===== config.mk =====
export PLATFORM = sky130hd
export DESIGN_NAME = hazard_unit_flat
export DESIGN_NICKNAME = d
export VERILOG_FILES = /design/src/rtl/hazard_unit_if.sv /design/src/rtl/hazard_unit.sv /design/src/flat_wrapper.sv
export SDC_FILE = /design/constraint.sdc
export NUM_CORES = 1
export LEC_CHECK = 0
export CAP_MARGIN = 20
export CELL_PAD_IN_SITES_DETAIL_PLACEMENT = 0
export CELL_PAD_IN_SITES_GLOBAL_PLACEMENT = 2
export CORE_UTILIZATION = 27
export CTS_CLUSTER_SIZE = 25
export DETAILED_ROUTE_END_ITERATION = 10
export PLACE_DENSITY_LB_ADDON = 0.1
export SLEW_MARGIN = 20
export SYNTH_ARGS = -nofsm -noshare
export SYNTH_HDL_FRONTEND = slang
export SYNTH_SLANG_ARGS = --single-unit

===== constraint.sdc =====
create_clock -name clock -period 2.65 [get_ports clock]
set_clock_uncertainty 0.1 [all_clocks]
set_input_delay 0.53 -clock clock [delete_from_list [all_inputs] [get_ports clock]]
set_output_delay 0.53 -clock clock [all_outputs]
set_load 0.05 [all_outputs]

===== src/rtl/hazard_unit_if.sv =====
// hazard_unit_if
//   Decode-stage hazard bundle. It carries the operand and destination
//   fields of the instruction in decode and the pipeline control inputs
//   toward hazard_unit. It carries the forwarding selects, the stall request
//   and the load-use statistics counter back.
//
//   master : decode / pipeline control side (drives dec_*, mem_busy, branch_flush)
//   slave  : hazard_unit (drives stall, alu_*_select, stall_count)
interface hazard_unit_if #(
    parameter int REG_ADDR_W = 5,
    parameter int CNT_W      = 16
) ();

    logic                  dec_valid;
    logic [REG_ADDR_W-1:0] dec_top_addr;
    logic                  dec_top_used;
    logic [REG_ADDR_W-1:0] dec_bot_addr;
    logic                  dec_bot_used;
    logic [REG_ADDR_W-1:0] dec_dest_addr;
    logic                  dec_dest_wen;
    logic                  dec_is_load;
    logic                  mem_busy;
    logic                  branch_flush;

    logic                  stall;
    logic [4:0]            alu_top_select;
    logic [4:0]            alu_bot_select;
    logic [CNT_W-1:0]      stall_count;

    modport master (
        output dec_valid, dec_top_addr, dec_top_used, dec_bot_addr, dec_bot_used,
               dec_dest_addr, dec_dest_wen, dec_is_load, mem_busy, branch_flush,
        input  stall, alu_top_select, alu_bot_select, stall_count
    );

    modport slave (
        input  dec_valid, dec_top_addr, dec_top_used, dec_bot_addr, dec_bot_used,
               dec_dest_addr, dec_dest_wen, dec_is_load, mem_busy, branch_flush,
        output stall, alu_top_select, alu_bot_select, stall_count
    );

endinterface


===== src/rtl/hazard_unit.sv =====
// hazard_unit
//   Decode-stage hazard detection and forwarding control. It tracks the
//   destinations of the instructions in EX, MEM and WB. It compares them with
//   the source operands of the instruction in decode and produces:
//     - alu_top_select / alu_bot_select : forwarding mux selects latched by
//       ID/EX (0 = register file, 1 = EX/MEM ALU result, 2 = MEM/WB result)
//     - stall       : hold IF/ID and load a bubble into ID/EX
//                     (load-use hazard or multi-cycle memory access)
//     - stall_count : saturating count of load-use stall cycles
//
//   Ports
//     clock  : system clock
//     nreset : synchronous, active-low reset
//     hu     : hazard_unit_if.slave bundle (decode fields in, controls out)
module hazard_unit #(
    parameter int REG_ADDR_W = 5,
    parameter int CNT_W      = 16
) (
    input  logic          clock,
    input  logic          nreset,
    hazard_unit_if.slave  hu
);

    localparam logic [4:0]       SEL_RF    = 5'd0;
    localparam logic [4:0]       SEL_EXMEM = 5'd1;
    localparam logic [4:0]       SEL_MEMWB = 5'd2;
    localparam logic [CNT_W-1:0] CNT_MAX   = {CNT_W{1'b1}};

    typedef struct packed {
        logic                  valid;
        logic [REG_ADDR_W-1:0] dest_addr;
        logic                  dest_wen;
        logic                  is_load;
    } slot_t;

    localparam slot_t SLOT_BUBBLE = '{
        valid:     1'b0,
        dest_addr: {REG_ADDR_W{1'b0}},
        dest_wen:  1'b0,
        is_load:   1'b0
    };

    // A tracked slot supplies an operand only if it really writes the same
    // register and the operand really reads the register file.
    function automatic logic slot_match(
        input slot_t                 s,
        input logic [REG_ADDR_W-1:0] addr,
        input logic                  used
    );
        return s.valid & s.dest_wen & used & (s.dest_addr == addr);
    endfunction

    // EX outranks MEM because it holds the youngest writer. A load in EX has
    // no result yet, so it never forwards. That case is the load-use stall,
    // which the caller resolves separately.
    function automatic logic [4:0] operand_select(
        input logic ex_hit,
        input logic ex_load,
        input logic mem_hit
    );
        logic [4:0] sel;
        if (ex_hit && !ex_load) begin
            sel = SEL_EXMEM;
        end else if (mem_hit) begin
            sel = SEL_MEMWB;
        end else begin
            sel = SEL_RF;
        end
        return sel;
    endfunction

    slot_t            ex_slot_r;
    slot_t            mem_slot_r;
    slot_t            wb_slot_r;
    slot_t            ex_fill_s;
    logic [CNT_W-1:0] stall_count_r;

    logic             top_ex_hit_s;
    logic             top_mem_hit_s;
    logic             bot_ex_hit_s;
    logic             bot_mem_hit_s;
    logic             load_use_s;
    logic             issue_s;
    logic             count_inc_s;
    logic             stall_s;
    logic [4:0]       top_select_s;
    logic [4:0]       bot_select_s;
    logic             wb_track_unused_s;

    // Operand-versus-slot comparisons for the instruction in decode.
    always_comb begin
        top_ex_hit_s  = slot_match(ex_slot_r,  hu.dec_top_addr, hu.dec_top_used);
        top_mem_hit_s = slot_match(mem_slot_r, hu.dec_top_addr, hu.dec_top_used);
        bot_ex_hit_s  = slot_match(ex_slot_r,  hu.dec_bot_addr, hu.dec_bot_used);
        bot_mem_hit_s = slot_match(mem_slot_r, hu.dec_bot_addr, hu.dec_bot_used);
    end

    // Load-use detection, stall request and counter-increment qualification.
    always_comb begin
        load_use_s  = hu.dec_valid & ex_slot_r.is_load & (top_ex_hit_s | bot_ex_hit_s);
        // A taken branch discards the decode instruction, so its hazard is moot.
        stall_s     = (load_use_s & ~hu.branch_flush) | hu.mem_busy;
        count_inc_s = load_use_s & ~hu.branch_flush & ~hu.mem_busy;
        issue_s     = hu.dec_valid & ~load_use_s & ~hu.branch_flush;
    end

    // Forwarding selects. A bubble or a stalled instruction gets plain register-file reads.
    always_comb begin
        top_select_s = SEL_RF;
        bot_select_s = SEL_RF;
        if (hu.dec_valid && !load_use_s) begin
            top_select_s = operand_select(top_ex_hit_s, ex_slot_r.is_load, top_mem_hit_s);
            bot_select_s = operand_select(bot_ex_hit_s, ex_slot_r.is_load, bot_mem_hit_s);
        end else begin
            top_select_s = SEL_RF;
            bot_select_s = SEL_RF;
        end
    end

    // Contents that enter the EX slot when the pipeline advances.
    always_comb begin
        ex_fill_s = SLOT_BUBBLE;
        if (issue_s) begin
            ex_fill_s.valid     = 1'b1;
            ex_fill_s.dest_addr = hu.dec_dest_addr;
            ex_fill_s.dest_wen  = hu.dec_dest_wen;
            ex_fill_s.is_load   = hu.dec_is_load;
        end else begin
            ex_fill_s = SLOT_BUBBLE;
        end
    end

    // Slot pipeline. A multi-cycle memory access freezes every stage.
    always_ff @(posedge clock) begin
        if (!nreset) begin
            ex_slot_r  <= SLOT_BUBBLE;
            mem_slot_r <= SLOT_BUBBLE;
            wb_slot_r  <= SLOT_BUBBLE;
        end else if (hu.mem_busy) begin
            ex_slot_r  <= ex_slot_r;
            mem_slot_r <= mem_slot_r;
            wb_slot_r  <= wb_slot_r;
        end else begin
            ex_slot_r  <= ex_fill_s;
            mem_slot_r <= ex_slot_r;
            wb_slot_r  <= mem_slot_r;
        end
    end

    // Saturating load-use stall-cycle counter.
    always_ff @(posedge clock) begin
        if (!nreset) begin
            stall_count_r <= {CNT_W{1'b0}};
        end else if (count_inc_s && (stall_count_r != CNT_MAX)) begin
            stall_count_r <= stall_count_r + {{(CNT_W-1){1'b0}}, 1'b1};
        end else begin
            stall_count_r <= stall_count_r;
        end
    end

    // The WB slot is tracked for pipeline visibility. The register file is
    // write-first, so no operand forwards from it. Likewise, a MEM-stage
    // load already has its data, so the MEM is_load flag never matters.
    assign wb_track_unused_s = ^{wb_slot_r, mem_slot_r.is_load};

    assign hu.stall          = stall_s;
    assign hu.alu_top_select = top_select_s;
    assign hu.alu_bot_select = bot_select_s;
    assign hu.stall_count    = stall_count_r;

endmodule


===== src/flat_wrapper.sv =====
// flat-port wrapper written by rule: the top's interface ports become plain ports
module hazard_unit_flat 
#(
    parameter int REG_ADDR_W = 5,
    parameter int CNT_W      = 16
)
  (clock, nreset, hu_dec_valid, hu_dec_top_addr, hu_dec_top_used, hu_dec_bot_addr, hu_dec_bot_used, hu_dec_dest_addr, hu_dec_dest_wen, hu_dec_is_load, hu_mem_busy, hu_branch_flush, hu_stall, hu_alu_top_select, hu_alu_bot_select, hu_stall_count);
  hazard_unit_if #(.REG_ADDR_W(REG_ADDR_W), .CNT_W(CNT_W)) hu_i ();
  input  logic clock;
  input  logic nreset;
  input wire logic [$bits(hu_i.dec_valid)-1:0] hu_dec_valid;
  input wire logic [$bits(hu_i.dec_top_addr)-1:0] hu_dec_top_addr;
  input wire logic [$bits(hu_i.dec_top_used)-1:0] hu_dec_top_used;
  input wire logic [$bits(hu_i.dec_bot_addr)-1:0] hu_dec_bot_addr;
  input wire logic [$bits(hu_i.dec_bot_used)-1:0] hu_dec_bot_used;
  input wire logic [$bits(hu_i.dec_dest_addr)-1:0] hu_dec_dest_addr;
  input wire logic [$bits(hu_i.dec_dest_wen)-1:0] hu_dec_dest_wen;
  input wire logic [$bits(hu_i.dec_is_load)-1:0] hu_dec_is_load;
  input wire logic [$bits(hu_i.mem_busy)-1:0] hu_mem_busy;
  input wire logic [$bits(hu_i.branch_flush)-1:0] hu_branch_flush;
  output wire logic [$bits(hu_i.stall)-1:0] hu_stall;
  output wire logic [$bits(hu_i.alu_top_select)-1:0] hu_alu_top_select;
  output wire logic [$bits(hu_i.alu_bot_select)-1:0] hu_alu_bot_select;
  output wire logic [$bits(hu_i.stall_count)-1:0] hu_stall_count;
  assign hu_i.dec_valid = hu_dec_valid;
  assign hu_i.dec_top_addr = hu_dec_top_addr;
  assign hu_i.dec_top_used = hu_dec_top_used;
  assign hu_i.dec_bot_addr = hu_dec_bot_addr;
  assign hu_i.dec_bot_used = hu_dec_bot_used;
  assign hu_i.dec_dest_addr = hu_dec_dest_addr;
  assign hu_i.dec_dest_wen = hu_dec_dest_wen;
  assign hu_i.dec_is_load = hu_dec_is_load;
  assign hu_i.mem_busy = hu_mem_busy;
  assign hu_i.branch_flush = hu_branch_flush;
  assign hu_stall = hu_i.stall;
  assign hu_alu_top_select = hu_i.alu_top_select;
  assign hu_alu_bot_select = hu_i.alu_bot_select;
  assign hu_stall_count = hu_i.stall_count;
  hazard_unit #(.REG_ADDR_W(REG_ADDR_W), .CNT_W(CNT_W)) u_core (.clock(clock), .nreset(nreset), .hu(hu_i));
endmodule

Word-level counts from Yosys, hierarchy flattened:

Cells that the tools add are included.

* register bits: 31
* input bits: 24
* output and inout bits: 27
* logic and storage cells: 48

* add/sub/neg operators: 1
* equal/unequal tests: 5
* multiplexer cells: 7
* bitwise operators: 21
* reductions and logical operators: 6

Operators by type and width (count)
* $eq 5x5->1: 4
* $mux 5: 4
* $add 16x1->16 const B: 1
* $and 1x1->1: 16
* $ne 16x16->1 const B: 1
* $mux 8: 1
* $logic_and 1x1->1: 4
* $mux 2: 2
* $not 1->1: 3
* $logic_not 1->1: 2
* $or 1x1->1: 2

Longest topological paths before layout:

Gate-level depths: netlist (run 1).

* depth after elaboration: 9
* mapped depth: 7
* depth with buffers taken out: 6

Worst setup path after synthesis (run 1):

No wires, ideal clock.

* path kind: input port to output port
* from: input port hu_dec_bot_addr[3]
* to: output port hu_alu_bot_select[0]
* arrival: 2099 ps
* required time: 2020 ps
* slack: -79 ps
* stages on the path: 6
* path buffers: 2
* cell sequence: xor2_1 -> nor4_1 -> nand4_1 -> buf_2 -> buf_1 -> nor2_1

* longest elaborated chain between the ends: 7
* elaborated cells between the ends (all ways): 9
* those cells by class: eq/ne: 1; mux: 2; bitwise: 3; reduce/logical: 3

Ends and longest elaborated chain
* start, declared: RTL line flat_wrapper.sv:14 `input wire logic [$bits(hu_i.dec_bot_addr)-1:0] hu_dec_bot_addr;`
* $eq 5x5->1 *: RTL line hazard_unit.sv:50 `return s.valid & s.dest_wen & used & (s.dest_addr == addr);`
* $and 1x1->1 *: RTL line hazard_unit.sv:50
* $or 1x1->1: RTL line hazard_unit.sv:100 `load_use_s = hu.dec_valid & ex_slot_r.is_load & (top_ex_hit_s | bot_ex_hit_s);`
* $and 1x1->1: RTL line hazard_unit.sv:100
* $logic_not 1->1: RTL line hazard_unit.sv:111 `if (hu.dec_valid && !load_use_s) begin`
* $logic_and 1x1->1: RTL line hazard_unit.sv:111
* $mux 5 *: RTL line hazard_unit.sv:111
* end, declared: RTL line flat_wrapper.sv:23 `output wire logic [$bits(hu_i.alu_bot_select)-1:0] hu_alu_bot_select;`

Mark *: on every way between the ends. The rest lies on a longest branch, timed or not.

Worst setup path after layout (run 1):

* from: input port hu_dec_valid
* to: output port hu_alu_top_select[1]

* longest elaborated chain between the ends: 5

Ends and longest elaborated chain
* start, declared: RTL line flat_wrapper.sv:11 `input wire logic [$bits(hu_i.dec_valid)-1:0] hu_dec_valid;`
* $and 1x1->1 (2 in series): RTL line hazard_unit.sv:100
* $logic_not 1->1: RTL line hazard_unit.sv:111
* $logic_and 1x1->1 *: RTL line hazard_unit.sv:111
* $mux 5 *: RTL line hazard_unit.sv:111
* end, declared: RTL line flat_wrapper.sv:22 `output wire logic [$bits(hu_i.alu_top_select)-1:0] hu_alu_top_select;`

Marked as above.

==> results summary, run 1 <==
The flow ran to the end, but the final reports show violations. The final reports fail on design-rule violations. The internal power of the cells totals 767.3 uW. In this run the tightest slew margin relative to its limit is 66.37%. The area taken by multi-input logic gates is 0.001161 mm^2. The synthesis-stage register bit count is 31.

The detail route stage leaves a number of antenna-violating nets equal to 0. The floorplan step defined a die boundary enclosing 0.007217 mm^2. The chip height is 84.96 um.

The total count of max-transition violations in the final report is 0. Dividing the final minimum period by the clock period gives 96.90%. Once layout is done, the placed cells without fillers occupy 0.002605 mm^2. The tree built by TritonCTS fans out to 31 sinks.

The critical path arrival is 1940 ps. The clock network fraction of design power came out at 41.4%. The cell area power density came out at 394.5 mW/mm^2. The number of maximum-capacitance violations is 0. The routability-driven placement congestion ratio came out at 0.8098. The largest net degree at the start of global routing came out at 19.

Overall power consumption after layout is estimated at 1.028 mW. The required arrival time at the worst endpoint is 2020 ps. The number of antenna violations at the first check in global routing is 0. The maximum net fanout on the critical path is 2. For this run, design rule violations remaining after detail routing come to 5. The final number of setup-violating endpoints came out at 0.

The worst hold path begins at u_core.ex_slot_r[7]. The initial cell density of the core is 28.61%. Synthesis instantiated 35 different standard cells from the library. The actual transition at the worst max-transition pin is 502.9 ps. Global routing consumed, over all layers together, 15.53% of the routing resources. For this block, the routed nets add up to 5128 um of wire. The number of hold-repair buffers added at the cts stage came out at 0. The post-detailed-route wirelength per cell came out at 13.90 um.

The area of the mapped netlist came out at 0.001858 mm^2. The width of the chip is 84.96 um. The register area came out at 623.1 um^2.

The number of standard cells after synthesis is 231. The number of enable flip-flop cells after synthesis is 0. Setup repair after global routing left no endpoint under its margin. TritonCTS built the clock tree. The library cell with the highest instance count after synthesis is sky130_fd_sc_hd__nand2_1.

Using the TritonRoute via totals, the vias-per-cell ratio works out to 4.772. The tightest hold path in the finished design has a slack of 369.7 ps. For this run, the register share of the synthesized area comes to 33.40%.

The most critical setup path has its startpoint at hu_dec_valid. The first global-routing pass estimated 8797 um of wire. The first detailed-routing pass took 7 iterations. The area share of the largest cell type after synthesis came out at 33.40%.

The count of synthesis-stage warnings from yosys came out at 0. The critical path in this run is classified as input pin to output port. The net switching share of the total power is 25.34%.

Of the cells placed in the final design, the portion with a size suffix greater than 1 is 16.78%. The clock reaches the later pin of the worst-skew pair after 280 ps. The fill cell instance count of the final layout is 671. The placed wire-length estimate is 3846 um.

The worst setup path is launched from an input pin. Ranked by total cell area, the synthesized netlist is headed by sky130_fd_sc_hd__dfxtp_1 (33%), sky130_fd_sc_hd__mux2i_1 (12%), sky130_fd_sc_hd__nand2_1 (7.5%). The commonest cells after synthesis are sky130_fd_sc_hd__nand2_1 (37), sky130_fd_sc_hd__dfxtp_1 (31), sky130_fd_sc_hd__mux2i_1 (22). 51 I/O pins were placed. The number of rows created at floorplan came out at 29. The number of global-route vias before repair is 1723. The relative area change from synthesis to final layout is 40.20%.

The part of the total power dissipated in sequential elements came out at 46.3%. The clock passes through at most 2 buffers. CTS placed an instance of sky130_fd_sc_hd__clkbuf_8 at the clock tree root. The total net switching power came out at 260.5 uW. The count of endpoints failing hold in the final timing report came to 0. The overflow left after global routing is 0. The number of levels in the clock H-tree came out at 2. The clock edge transition at the registers on the reported setup and hold paths is 70 ps. The worst-case IR drop observed on VDD is 0.0001613 V. The mean area per synthesized cell is 8.043 um^2. In this run the worst hold path is classified as flip-flop to flip-flop. After the last flow step, the layout net total stands at 316.

The leakage power summed over all cells is 0.9731 nW. The most area-hungry cell type in the Yosys netlist is sky130_fd_sc_hd__dfxtp_1. The element type at the critical path end is an output port.

The quantity of I/O buffers inserted on ports is 44. In this run the critical register-to-register path is launched from u_core.ex_slot_r[4]. For this run, the leading register cell type out of synthesis is sky130_fd_sc_hd__dfxtp_1.

The final core utilization came out at 40.11%. Clock tree synthesis inserted a total of 5 buffers. The async set-or-reset flop fraction in the synthesized netlist came out at 0%. The area of the core came out at 0.006495 mm^2. The setup check on the worst reg-to-reg path leaves a slack of 480 ps.

The post-detailed-placement cell area is 0.002495 mm^2. The number of DRC markers in iteration 0 is 112. The post-route minimum period came out at 2568 ps. The upper clock frequency limit is 389.4 MHz. The total vias in the final route came out at 1761. The count of inserted antenna diode cells is 0. Per report_power, the combinational group accounts for 12.4% of the total.
-- flip-flops by register name, summed over array words and instances (netlist names) --
| name | count |
|---|---|
| u_core.mem_slot_r | 7 |
| u_core.ex_slot_r | 8 |
| u_core.hu.stall_count | 16 |
-- cell usage in the layout, fill, tap and decap left out, types with 4 or more instances in the layout --
cell	instances
sky130_fd_sc_hd__a21oi_1	15
sky130_fd_sc_hd__buf_4	20
sky130_fd_sc_hd__clkbuf_2	6
sky130_fd_sc_hd__clkbuf_8	7
sky130_fd_sc_hd__clkdlybuf4s50_1	30
sky130_fd_sc_hd__conb_1	6
sky130_fd_sc_hd__dfxtp_1	29
sky130_fd_sc_hd__inv_1	4
sky130_fd_sc_hd__mux2i_1	22
sky130_fd_sc_hd__nand2_1	37
sky130_fd_sc_hd__nand2b_1	14
sky130_fd_sc_hd__nand3_1	10
sky130_fd_sc_hd__nand4_1	13
sky130_fd_sc_hd__nor2_1	9
sky130_fd_sc_hd__nor4_1	4
sky130_fd_sc_hd__o21ai_0	8
sky130_fd_sc_hd__xnor2_1	8
sky130_fd_sc_hd__xor2_1	12
-- worst max-delay path, cell delays in order --
cell	delay, ps
sky130_fd_sc_hd__clkdlybuf4s50_1	500
sky130_fd_sc_hd__nand3_1	140
sky130_fd_sc_hd__nor4_1	360
sky130_fd_sc_hd__o211a_1	220
sky130_fd_sc_hd__buf_4	190
-- logic make-up after synthesis --
family                   after synthesis  share of synthesized area (%)
AND/OR/NAND/NOR                      104                          28.89
flip-flops                            31                          33.40
AO/OA/AOI/OAI                         30                          9.630
multiplexers                          22                          11.85
buffers and inverters                 22                          5.926
XOR/XNOR                              20                          9.428
adder cells (fa/ha/maj)                1                         0.6733
other                                  1                         0.2018
-- routing by layer --
layer	global-route usage, %	vias to the layer above	part of all wire [%]
met2	22.14	38	40
li1	-	911	-
met5	0	-	0
met1	23.17	808	55
met3	3.307	4	3.8
met4	4.622	0	0.86
-- cell type report --
| cell class | count | share of cell area, % |
|---|---|---|
| multi-input cells | 183 | 44.57 |
| flip-flops and latches | 31 | 23.92 |
| well taps | 77 | 3.698 |
| inverters | 5 | 0.7205 |
| repair buffers | 65 | 23.25 |
| clock buffers | 8 | 3.842 |
-- metrics by stage --
stage	setup slack [ps]	setup TNS, ps	instances
CTS	12.32	0	369
global placement	-293.5	-1172	359
global route	0.5838	0	369
floorplan	135.2	0	236
detailed placement	-280.6	-1148	359
finish	82.14	0	369
-- worst paths after layout --
path                                     to  cells past startpoint
setup / recovery       hu_alu_top_select[1]                      5
hold / removal          u_core.ex_slot_r[7]                      2
setup reg to reg  u_core.hu.stall_count[12]                      7
hold reg to reg         u_core.ex_slot_r[7]                      2
-- power by group through the flow --
stage	Combinational (mW)	Clock (mW)	Sequential [mW]
2_1_floorplan	0.0718	0	0.485
3_3_place_gp	0.132	0	0.486
3_5_place_dp	0.132	0	0.486
4_1_cts	0.129	0.439	0.475
5_1_grt	0.139	0.454	0.476
6_report	0.127	0.425	0.476
-- repair_timing --
action | 4_1_cts | 5_1_grt
setup buffers | 2 | 0
gates resized for setup | 14 | 15
endpoints found under the setup margin | 5 | 3
pin swaps | 6 | 6
(Power assumes the default switching activity.)
==> inputs of run 2 (changes only) <==
- SLEW_MARGIN: 20 -> unset
==> results of run 2 <==
No change in the layout: final DEF, timing and power equal those of run 1.
